## src/rtl/reflet_reset_sequencer_if.sv

```systemverilog
// reflet_reset_sequencer_if
// Groups the request inputs and the staged reset outputs of the Reflet reset
// sequencer. Clock and the asynchronous reset stay plain ports on the module.
//
// Signals:
//   button      raw external reset button, asynchronous, active-high
//   sw_req      software reset request, one-cycle pulse
//   wdt_req     watchdog expiry, one-cycle pulse
//   rst_mem     memory-domain reset, active-high
//   rst_periph  peripheral-domain reset, active-high
//   rst_cpu     CPU-domain reset, active-high
//   ready       high only when every domain is released
//   cause       last reset cause: 00 power/pin, 01 button, 10 software, 11 watchdog
//
// Modports:
//   master  request source / reset consumer side
//   slave   the sequencer itself
interface reflet_reset_sequencer_if;
    logic       button;
    logic       sw_req;
    logic       wdt_req;
    logic       rst_mem;
    logic       rst_periph;
    logic       rst_cpu;
    logic       ready;
    logic [1:0] cause;

    modport master (
        output button, sw_req, wdt_req,
        input  rst_mem, rst_periph, rst_cpu, ready, cause
    );

    modport slave (
        input  button, sw_req, wdt_req,
        output rst_mem, rst_periph, rst_cpu, ready, cause
    );
endinterface

```

## src/rtl/reflet_reset_sequencer.sv

```systemverilog
// reflet_reset_sequencer
// Power-on and runtime reset controller. Holds all three domains in reset for
// HOLD_CYCLES, then releases memory, peripherals and CPU STAGE_CYCLES apart.
// Watchdog, software and debounced-button requests restart the sequence from
// any state and record the cause of the restart.
//
// Ports:
//   clk    sole clock, rising edge
//   reset  asynchronous, active-high (bootstrap pulse)
//   bus    reflet_reset_sequencer_if.slave (requests in, staged resets out)
//
// state      | meaning
// S_HOLD     | all domains in reset, counting HOLD_CYCLES
// S_REL_MEM  | memory released, counting STAGE_CYCLES
// S_REL_PERIPH | memory and peripherals released, counting STAGE_CYCLES
// S_RUN      | all domains released, ready asserted
module reflet_reset_sequencer #(
    parameter int HOLD_CYCLES     = 16,
    parameter int STAGE_CYCLES    = 4,
    parameter int DEBOUNCE_CYCLES = 1024
) (
    input  logic                    clk,
    input  logic                    reset,
    reflet_reset_sequencer_if.slave bus
);
    localparam int CNT_MAX = (HOLD_CYCLES > STAGE_CYCLES) ? HOLD_CYCLES : STAGE_CYCLES;
    localparam int CNT_W   = (CNT_MAX > 1) ? $clog2(CNT_MAX) : 1;
    localparam int DB_W    = $clog2(DEBOUNCE_CYCLES);

    localparam logic [CNT_W-1:0] HOLD_LAST  = CNT_W'(HOLD_CYCLES - 1);
    localparam logic [CNT_W-1:0] STAGE_LAST = CNT_W'(STAGE_CYCLES - 1);
    localparam logic [DB_W-1:0]  DB_LAST    = DB_W'(DEBOUNCE_CYCLES - 1);

    typedef enum logic [1:0] {
        S_HOLD,
        S_REL_MEM,
        S_REL_PERIPH,
        S_RUN
    } state_t;

    state_t           r_state;
    logic [CNT_W-1:0] r_cnt;
    logic             r_rst_mem;
    logic             r_rst_periph;
    logic             r_rst_cpu;
    logic             r_ready;
    logic [1:0]       r_cause;

    logic             r_btn_meta;
    logic             r_btn_sync;
    logic             r_btn_db;
    logic             r_btn_db_q;
    logic [DB_W-1:0]  r_db_cnt;

    logic             w_btn_rise;
    logic             w_restart;
    logic [1:0]       w_req_cause;

    // Button path: two-flop synchronizer, then a level debouncer that only
    // accepts a new level after DEBOUNCE_CYCLES consecutive disagreeing edges.
    always_ff @(posedge clk or posedge reset) begin
        if (reset) begin
            r_btn_meta <= 1'b0;
            r_btn_sync <= 1'b0;
            r_btn_db   <= 1'b0;
            r_btn_db_q <= 1'b0;
            r_db_cnt   <= '0;
        end else begin
            r_btn_meta <= bus.button;
            r_btn_sync <= r_btn_meta;
            r_btn_db_q <= r_btn_db;
            if (r_btn_sync != r_btn_db) begin
                if (r_db_cnt == DB_LAST) begin
                    r_btn_db <= r_btn_sync;
                    r_db_cnt <= '0;
                end else begin
                    r_db_cnt <= r_db_cnt + DB_W'(1);
                end
            end else begin
                r_db_cnt <= '0;
            end
        end
    end

    always_comb begin
        w_btn_rise  = r_btn_db & ~r_btn_db_q;
        w_restart   = bus.wdt_req | bus.sw_req | w_btn_rise;
        // Watchdog wins over software, software over button.
        w_req_cause = bus.wdt_req ? 2'b11 : (bus.sw_req ? 2'b10 : 2'b01);
    end

    always_ff @(posedge clk or posedge reset) begin
        if (reset) begin
            r_state      <= S_HOLD;
            r_cnt        <= '0;
            r_rst_mem    <= 1'b1;
            r_rst_periph <= 1'b1;
            r_rst_cpu    <= 1'b1;
            r_ready      <= 1'b0;
            r_cause      <= 2'b00;
        end else if (w_restart) begin
            r_state      <= S_HOLD;
            r_cnt        <= '0;
            r_rst_mem    <= 1'b1;
            r_rst_periph <= 1'b1;
            r_rst_cpu    <= 1'b1;
            r_ready      <= 1'b0;
            r_cause      <= w_req_cause;
        end else begin
            case (r_state)
                S_HOLD: begin
                    // A held button pins the count so the sequence cannot start.
                    if (r_btn_db) begin
                        r_cnt <= '0;
                    end else if (r_cnt == HOLD_LAST) begin
                        r_state   <= S_REL_MEM;
                        r_cnt     <= '0;
                        r_rst_mem <= 1'b0;
                    end else begin
                        r_cnt <= r_cnt + CNT_W'(1);
                    end
                end
                S_REL_MEM: begin
                    if (r_cnt == STAGE_LAST) begin
                        r_state      <= S_REL_PERIPH;
                        r_cnt        <= '0;
                        r_rst_periph <= 1'b0;
                    end else begin
                        r_cnt <= r_cnt + CNT_W'(1);
                    end
                end
                S_REL_PERIPH: begin
                    if (r_cnt == STAGE_LAST) begin
                        r_state   <= S_RUN;
                        r_cnt     <= '0;
                        r_rst_cpu <= 1'b0;
                        r_ready   <= 1'b1;
                    end else begin
                        r_cnt <= r_cnt + CNT_W'(1);
                    end
                end
                S_RUN: begin
                    r_cnt <= '0;
                end
                default: begin
                    r_state <= S_HOLD;
                    r_cnt   <= '0;
                end
            endcase
        end
    end

    assign bus.rst_mem    = r_rst_mem;
    assign bus.rst_periph = r_rst_periph;
    assign bus.rst_cpu    = r_rst_cpu;
    assign bus.ready      = r_ready;
    assign bus.cause      = r_cause;
endmodule
```

## src/flat_wrapper.sv

```systemverilog
// flat-port wrapper written by rule: the top's interface ports become plain ports
module reflet_reset_sequencer_flat 
#(
    parameter int HOLD_CYCLES     = 16,
    parameter int STAGE_CYCLES    = 4,
    parameter int DEBOUNCE_CYCLES = 1024
)
  (clk, reset, bus_button, bus_sw_req, bus_wdt_req, bus_rst_mem, bus_rst_periph, bus_rst_cpu, bus_ready, bus_cause);
  reflet_reset_sequencer_if bus_i ();
  input  logic clk;
  input  logic reset;
  input wire logic [$bits(bus_i.button)-1:0] bus_button;
  input wire logic [$bits(bus_i.sw_req)-1:0] bus_sw_req;
  input wire logic [$bits(bus_i.wdt_req)-1:0] bus_wdt_req;
  output wire logic [$bits(bus_i.rst_mem)-1:0] bus_rst_mem;
  output wire logic [$bits(bus_i.rst_periph)-1:0] bus_rst_periph;
  output wire logic [$bits(bus_i.rst_cpu)-1:0] bus_rst_cpu;
  output wire logic [$bits(bus_i.ready)-1:0] bus_ready;
  output wire logic [$bits(bus_i.cause)-1:0] bus_cause;
  assign bus_i.button = bus_button;
  assign bus_i.sw_req = bus_sw_req;
  assign bus_i.wdt_req = bus_wdt_req;
  assign bus_rst_mem = bus_i.rst_mem;
  assign bus_rst_periph = bus_i.rst_periph;
  assign bus_rst_cpu = bus_i.rst_cpu;
  assign bus_ready = bus_i.ready;
  assign bus_cause = bus_i.cause;
  reflet_reset_sequencer #(.HOLD_CYCLES(HOLD_CYCLES), .STAGE_CYCLES(STAGE_CYCLES), .DEBOUNCE_CYCLES(DEBOUNCE_CYCLES)) u_core (.clk(clk), .reset(reset), .bus(bus_i));
endmodule
```

## config.mk

```make
export PLATFORM = sky130hd
export DESIGN_NAME = reflet_reset_sequencer_flat
export DESIGN_NICKNAME = d
export VERILOG_FILES = /design/src/rtl/reflet_reset_sequencer_if.sv /design/src/rtl/reflet_reset_sequencer.sv /design/src/flat_wrapper.sv
export SDC_FILE = /design/constraint.sdc
export NUM_CORES = 1
export LEC_CHECK = 0
export ABC_AREA = 1
export CELL_PAD_IN_SITES_DETAIL_PLACEMENT = 1
export CELL_PAD_IN_SITES_GLOBAL_PLACEMENT = 1
export CORE_AREA = 2 2 59 61
export DETAILED_ROUTE_END_ITERATION = 7
export DIE_AREA = 0 0 61 63
export PLACE_DENSITY_LB_ADDON = 0.1
export RECOVER_POWER = 100
export SLEW_MARGIN = 20
export SYNTH_ARGS = -nofsm -noshare
export SYNTH_HDL_FRONTEND = slang
export SYNTH_SLANG_ARGS = --single-unit
```

## constraint.sdc

```tcl
create_clock -name clk -period 1.55 [get_ports clk]
set_input_delay 0.3875 -clock clk [delete_from_list [all_inputs] [get_ports clk]]
set_output_delay 0.3875 -clock clk [all_outputs]
set_load 0.01 [all_outputs]
```

* Word level (Yosys, flattened, before mapping) *
Index checks and enable logic that the tools add are counted.

word-level totals
  register bits after elaboration = 26
  bits of input ports = 5
  output and inout bits = 6
  word-level logic and storage cells = 70

operators by class
  $add $sub $neg = 2
  equal/unequal tests = 12
  muxes and demuxes = 27
  bitwise operators = 4
  reduce and logical (&&, ||, !) cells = 13

operators by type and width
  operator                                                number
  two-way mux 10 bit                                      2
  two-way mux 4 bit                                       4
  two-way mux 2 bit                                       7
  two-way mux 1 bit                                       12
  one-hot mux 4 bit (3 select lines)                      1
  adder 10 x 1 -> 10 bit (second input constant)          1
  == test 10 bit (second input constant)                  1
  nonzero test 2 bit                                      5
  inequality test 3 x 1 -> 1 bit (second input constant)  3
  one-hot mux 2 bit (3 select lines)                      1
  AND reduction 2 bit                                     3
  AND reduction 5 bit                                     1
  adder 4 x 1 -> 4 bit (second input constant)            1
  == test 2 bit (second input constant)                   2
  == test 4 x 2 -> 1 bit (second input constant)          1
  == test 4 bit (second input constant)                   1
  nonzero test 4 bit                                      1
  inequality test 3 bit (second input constant)           1
  AND reduction 3 bit                                     1
  == test 2 x 1 -> 1 bit (second input constant)          1
  zero test 2 bit                                         1
  inequality test 2 bit (second input constant)           1
  bitwise OR 1 bit                                        2
  OR reduction 2 bit                                      1
  other kinds (3)                                         3

* Logic depth before layout (Yosys ltp) *
  word-level depth = 5
  gate-level depth with buffers = 9
  mapped depth without buffers = 9

* Worst setup path before layout *
Ideal clock, no wire load.

  path kind = flip-flop to flip-flop
  from = reg u_core.r_db_cnt[0]
  to = reg u_core.r_db_cnt[8]
  setup time = 0.121 ns
  arrival time = 1.064 ns
  required time = 1.429 ns
  slack = 0.366 ns
  cell stages (with the launch flop) = 9
  path buffers = 0
  clock period less this slack = 1.184 ns
  path through = dfrtp_1 -> ha_1 -> nand2_2 -> nor2_4 -> inv_2 -> nor2_2 -> nand2_1 -> nand2_1 -> nor2_1

on the way
  cells in the longest elaborated chain, start to end = 3
  elaborated cells between the ends (all ways) = 4
  those cells by class = 1 x add/sub; 1 x eq/ne; 2 x mux

RTL lines
  element                                                   RTL line                                                    text
  start: declaration                                        reflet_reset_sequencer.sv:53                                logic [DB_W-1:0] r_db_cnt;
  start signal: assignment                                  reflet_reset_sequencer.sv:77                                r_db_cnt <= r_db_cnt + DB_W'(1);
  adder 10 x 1 -> 10 bit or == test 10 bit (tied branches)  reflet_reset_sequencer.sv:77, reflet_reset_sequencer.sv:73
  two-way mux 10 bit *                                      reflet_reset_sequencer.sv:73                                if (r_db_cnt == DB_LAST) begin
  two-way mux 10 bit *                                      reflet_reset_sequencer.sv:72                                if (r_btn_sync != r_btn_db) begin

Mark *: on every way between the ends. The rest lies on a longest branch, timed or not.
A chain may end at the register's enable or synchronous reset.

* Worst setup path in the final report *
  from = reg u_core.r_rst_cpu, in the netlist u_core.bus.rst_cpu
  to = out bus_rst_cpu

RTL lines
  element                   RTL line                       text
  start: declaration        reflet_reset_sequencer.sv:45   logic r_rst_cpu;
  start signal: assignment  reflet_reset_sequencer.sv:98   r_rst_cpu <= 1'b1;
  start signal: assignment  reflet_reset_sequencer.sv:106  r_rst_cpu <= 1'b1;
  start signal: assignment  reflet_reset_sequencer.sv:136  r_rst_cpu <= 1'b0;
  end: declaration          flat_wrapper.sv:17             output wire logic [$bits(bus_i.rst_cpu)-1:0] bus_rst_cpu;

No word-level cell between the ends.

==> out/metrics.yaml <==
status: "finished clean"
final-hold-violation-count: 0
vias: 981
ys_seq_area_frac: 0.503
internal_power_uw: 897
ys_types: 23
cts_root_buf: "clkbuf_4"
insertion_delay_ns: 0.31
path_depth: 1
arrival_ns: 1.10
postRouteAntennaNets: 0
row_count: 21
power.density_nw_per_um2: 814
p_sw_uw: 309
netlist_area_um2: 1300
yosysWarningCount: 0
ys.flop_type: "dfrtp_1"
cts_max_level: 1
crit_path_end_kind: "primary output"
drt_iter0_markers: 30
crit_path_max_fanout: 2
start_util: 0.403
synthArstFlopShare: 1.00
hold_depth: 0
rsz0062_at_grt: "false"
fin_total_pwr_mw: 1.21
p_sw_frac: 0.256
postSynthAreaPerCell_um2: 8.62
skew_ns: 0.00653
dp_hpwl_um: 2000
peakVddDrop_v: 0.000318
firstDrtPassIters: 4
clockBufferDepth: 2
routedWlPerCell_um: 11.7
layout_commonest_cell: "nand2_1"
dieArea_um2: 3840
drc: 0
hold_path.class: "flop to flop"
antenna_cells: 0
pin_count: 11
path_delay_family: "flip-flops"
combPwrFrac: 0.125
core_um2: 3230
synth_edf_count: 0
synthTopCellsByArea: "dfrtp_1 44%, nand2_1 9.8%, ha_1 6.7%"
critical_path_class: "flop to primary output"
hold_buffers: 0
final_cell_mix: "34 x nand2_1, 24 x inv_1, 24 x nor2_1"
grt_max_degree: 27
cts_buffers: 3
cp_num_buf_inv: 1
track_usage: 0.153
grt_pass1_vias: 1091
ff2ff_path_depth: 8
fin_nets: 180
cp.required_ns: 1.16
period_needed_ns: 1.49
synthCells: 151
overflow: 0
finalSetupViolations: 0
gp_congestion: 0.835
avgViaCountPerCell: 4.61
period_share: 0.959
antenna_found_initial: 0
slew-limit-headroom: 0.564
clk_pin_slew_ns: 0.13
p_leak_nw: 0.732
max_stage_delay_ns: 0.55
grt_pass1_wl_um: 4510
tightest_slew_ns: 0.654
drv_slew: 0
cap_violations: 0
clock_sinks: 26
synth_top_cell_area_share: 0.442
die_y_um: 63
pre_cts_slack_ns: -0.0905
p_clk_frac: 0.279
area_growth_pct: 13.8
fin_ws_ns: 0.0628
drt-total-wl_um: 2480
fmax_mhz: 672
synth_top_area_cell: "dfrtp_1"
synth_seq_cells: 26
die_x_um: 61
path_cells: "clkdlybuf4s15_1"
drive_above_1_share: 0.102
holdWs_ns: 0.372
start_kind: "flop"
synth_fp_nets: 163
cts_tree: "built"
numPortBuffers: 10
seqPwrFrac: 0.596
cp_slowest_cell: "dfstp_2"
==> worst paths after layout <==
path,from,end,slack [ns]
setup / recovery,u_core.bus.rst_cpu,bus_rst_cpu,0.06
hold / removal,u_core.r_btn_meta,u_core.r_btn_sync,0.37
setup reg to reg,u_core.r_cnt[0],u_core.r_state[1],0.14
hold reg to reg,u_core.r_btn_meta,u_core.r_btn_sync,0.37
max in group asynchronous,reset,u_core.bus.cause[0],0.44
min in group asynchronous,reset,u_core.r_db_cnt[0],0.69
==> layout make-up <==
cell class	count	area [µm²]
Clock buffer	4	36.3
Inverter	24	90.1
Sequential cell	26	654
Multi-Input combinational cell	101	538
Timing Repair Buffer	12	105
Tap cell	46	57.6
Fill cell	401	1750
==> metal layers <==
| layer | up-vias | share of wire | global-route usage |
|---|---|---|---|
| li1 | 497 | - | - |
| met5 | - | 0 | 0 |
| met2 | 6 | 0.54 | 0.266 |
| met3 | 2 | 0.017 | 0.0186 |
| met4 | 0 | 0.0076 | 0.0652 |
| met1 | 476 | 0.44 | 0.184 |
==> registers in the layout, indices dropped and copies added, names as in the netlist, 2 cells and up <==
name	count
u_core.r_db_cnt	10
u_core.r_cnt	4
u_core.bus.cause	2
u_core.r_state	2
==> timing repair <==
action | 4_1_cts | 5_1_grt
resized for setup | 7 | 2
buffers inserted | 0 | 0
endpoints found under the setup margin | 6 | 2
==> power groups by stage <==
stage               Clock [mW]  Combinational (mW)  Sequential, mW
global route             0.381               0.179           0.722
global placement             0               0.156           0.730
CTS                      0.359               0.165           0.719
finish                   0.336               0.151           0.718
floorplan                    0               0.110           0.727
detailed placement           0               0.165           0.732
==> cells in the mapped netlist, types with 2 or more instances <==
master and count:
ha_1 7, nor2_4 2, dfrtp_1 23, dfstp_2 3, nand2_1 34, nand3_1 11
a21oi_1 5, xnor2_1 2, nor2_1 22, nor2_2 2, nand4_1 2, xor2_1 2
nand2_2 2, o21ai_0 3, inv_1 23
==> cells by family (layout without fill, tap and decap cells) <==
kind of cell / Yosys count / after routing / share of synthesized area
flip-flops: 26 / 26 / 0.503
buffers and inverters: 24 / 40 / 0.0692
AND/OR/NAND/NOR: 80 / 80 / 0.291
AO/OA/AOI/OAI: 10 / 10 / 0.0423
XOR/XNOR: 4 / 4 / 0.0269
adder cells (fa/ha/maj): 7 / 7 / 0.0673
==> stage by stage <==
step           cells  instance area (µm²)   util  setup TNS, ns
5_1_grt          213                 1480  0.458              0
6_report         213                 1480  0.458              0
3_5_place_dp     209                 1490  0.460         -0.185
4_1_cts          213                 1520  0.469              0
2_1_floorplan    151                 1300      -              0
3_3_place_gp     209                 1490  0.460              0
Power figures use the tool's default switching activity.
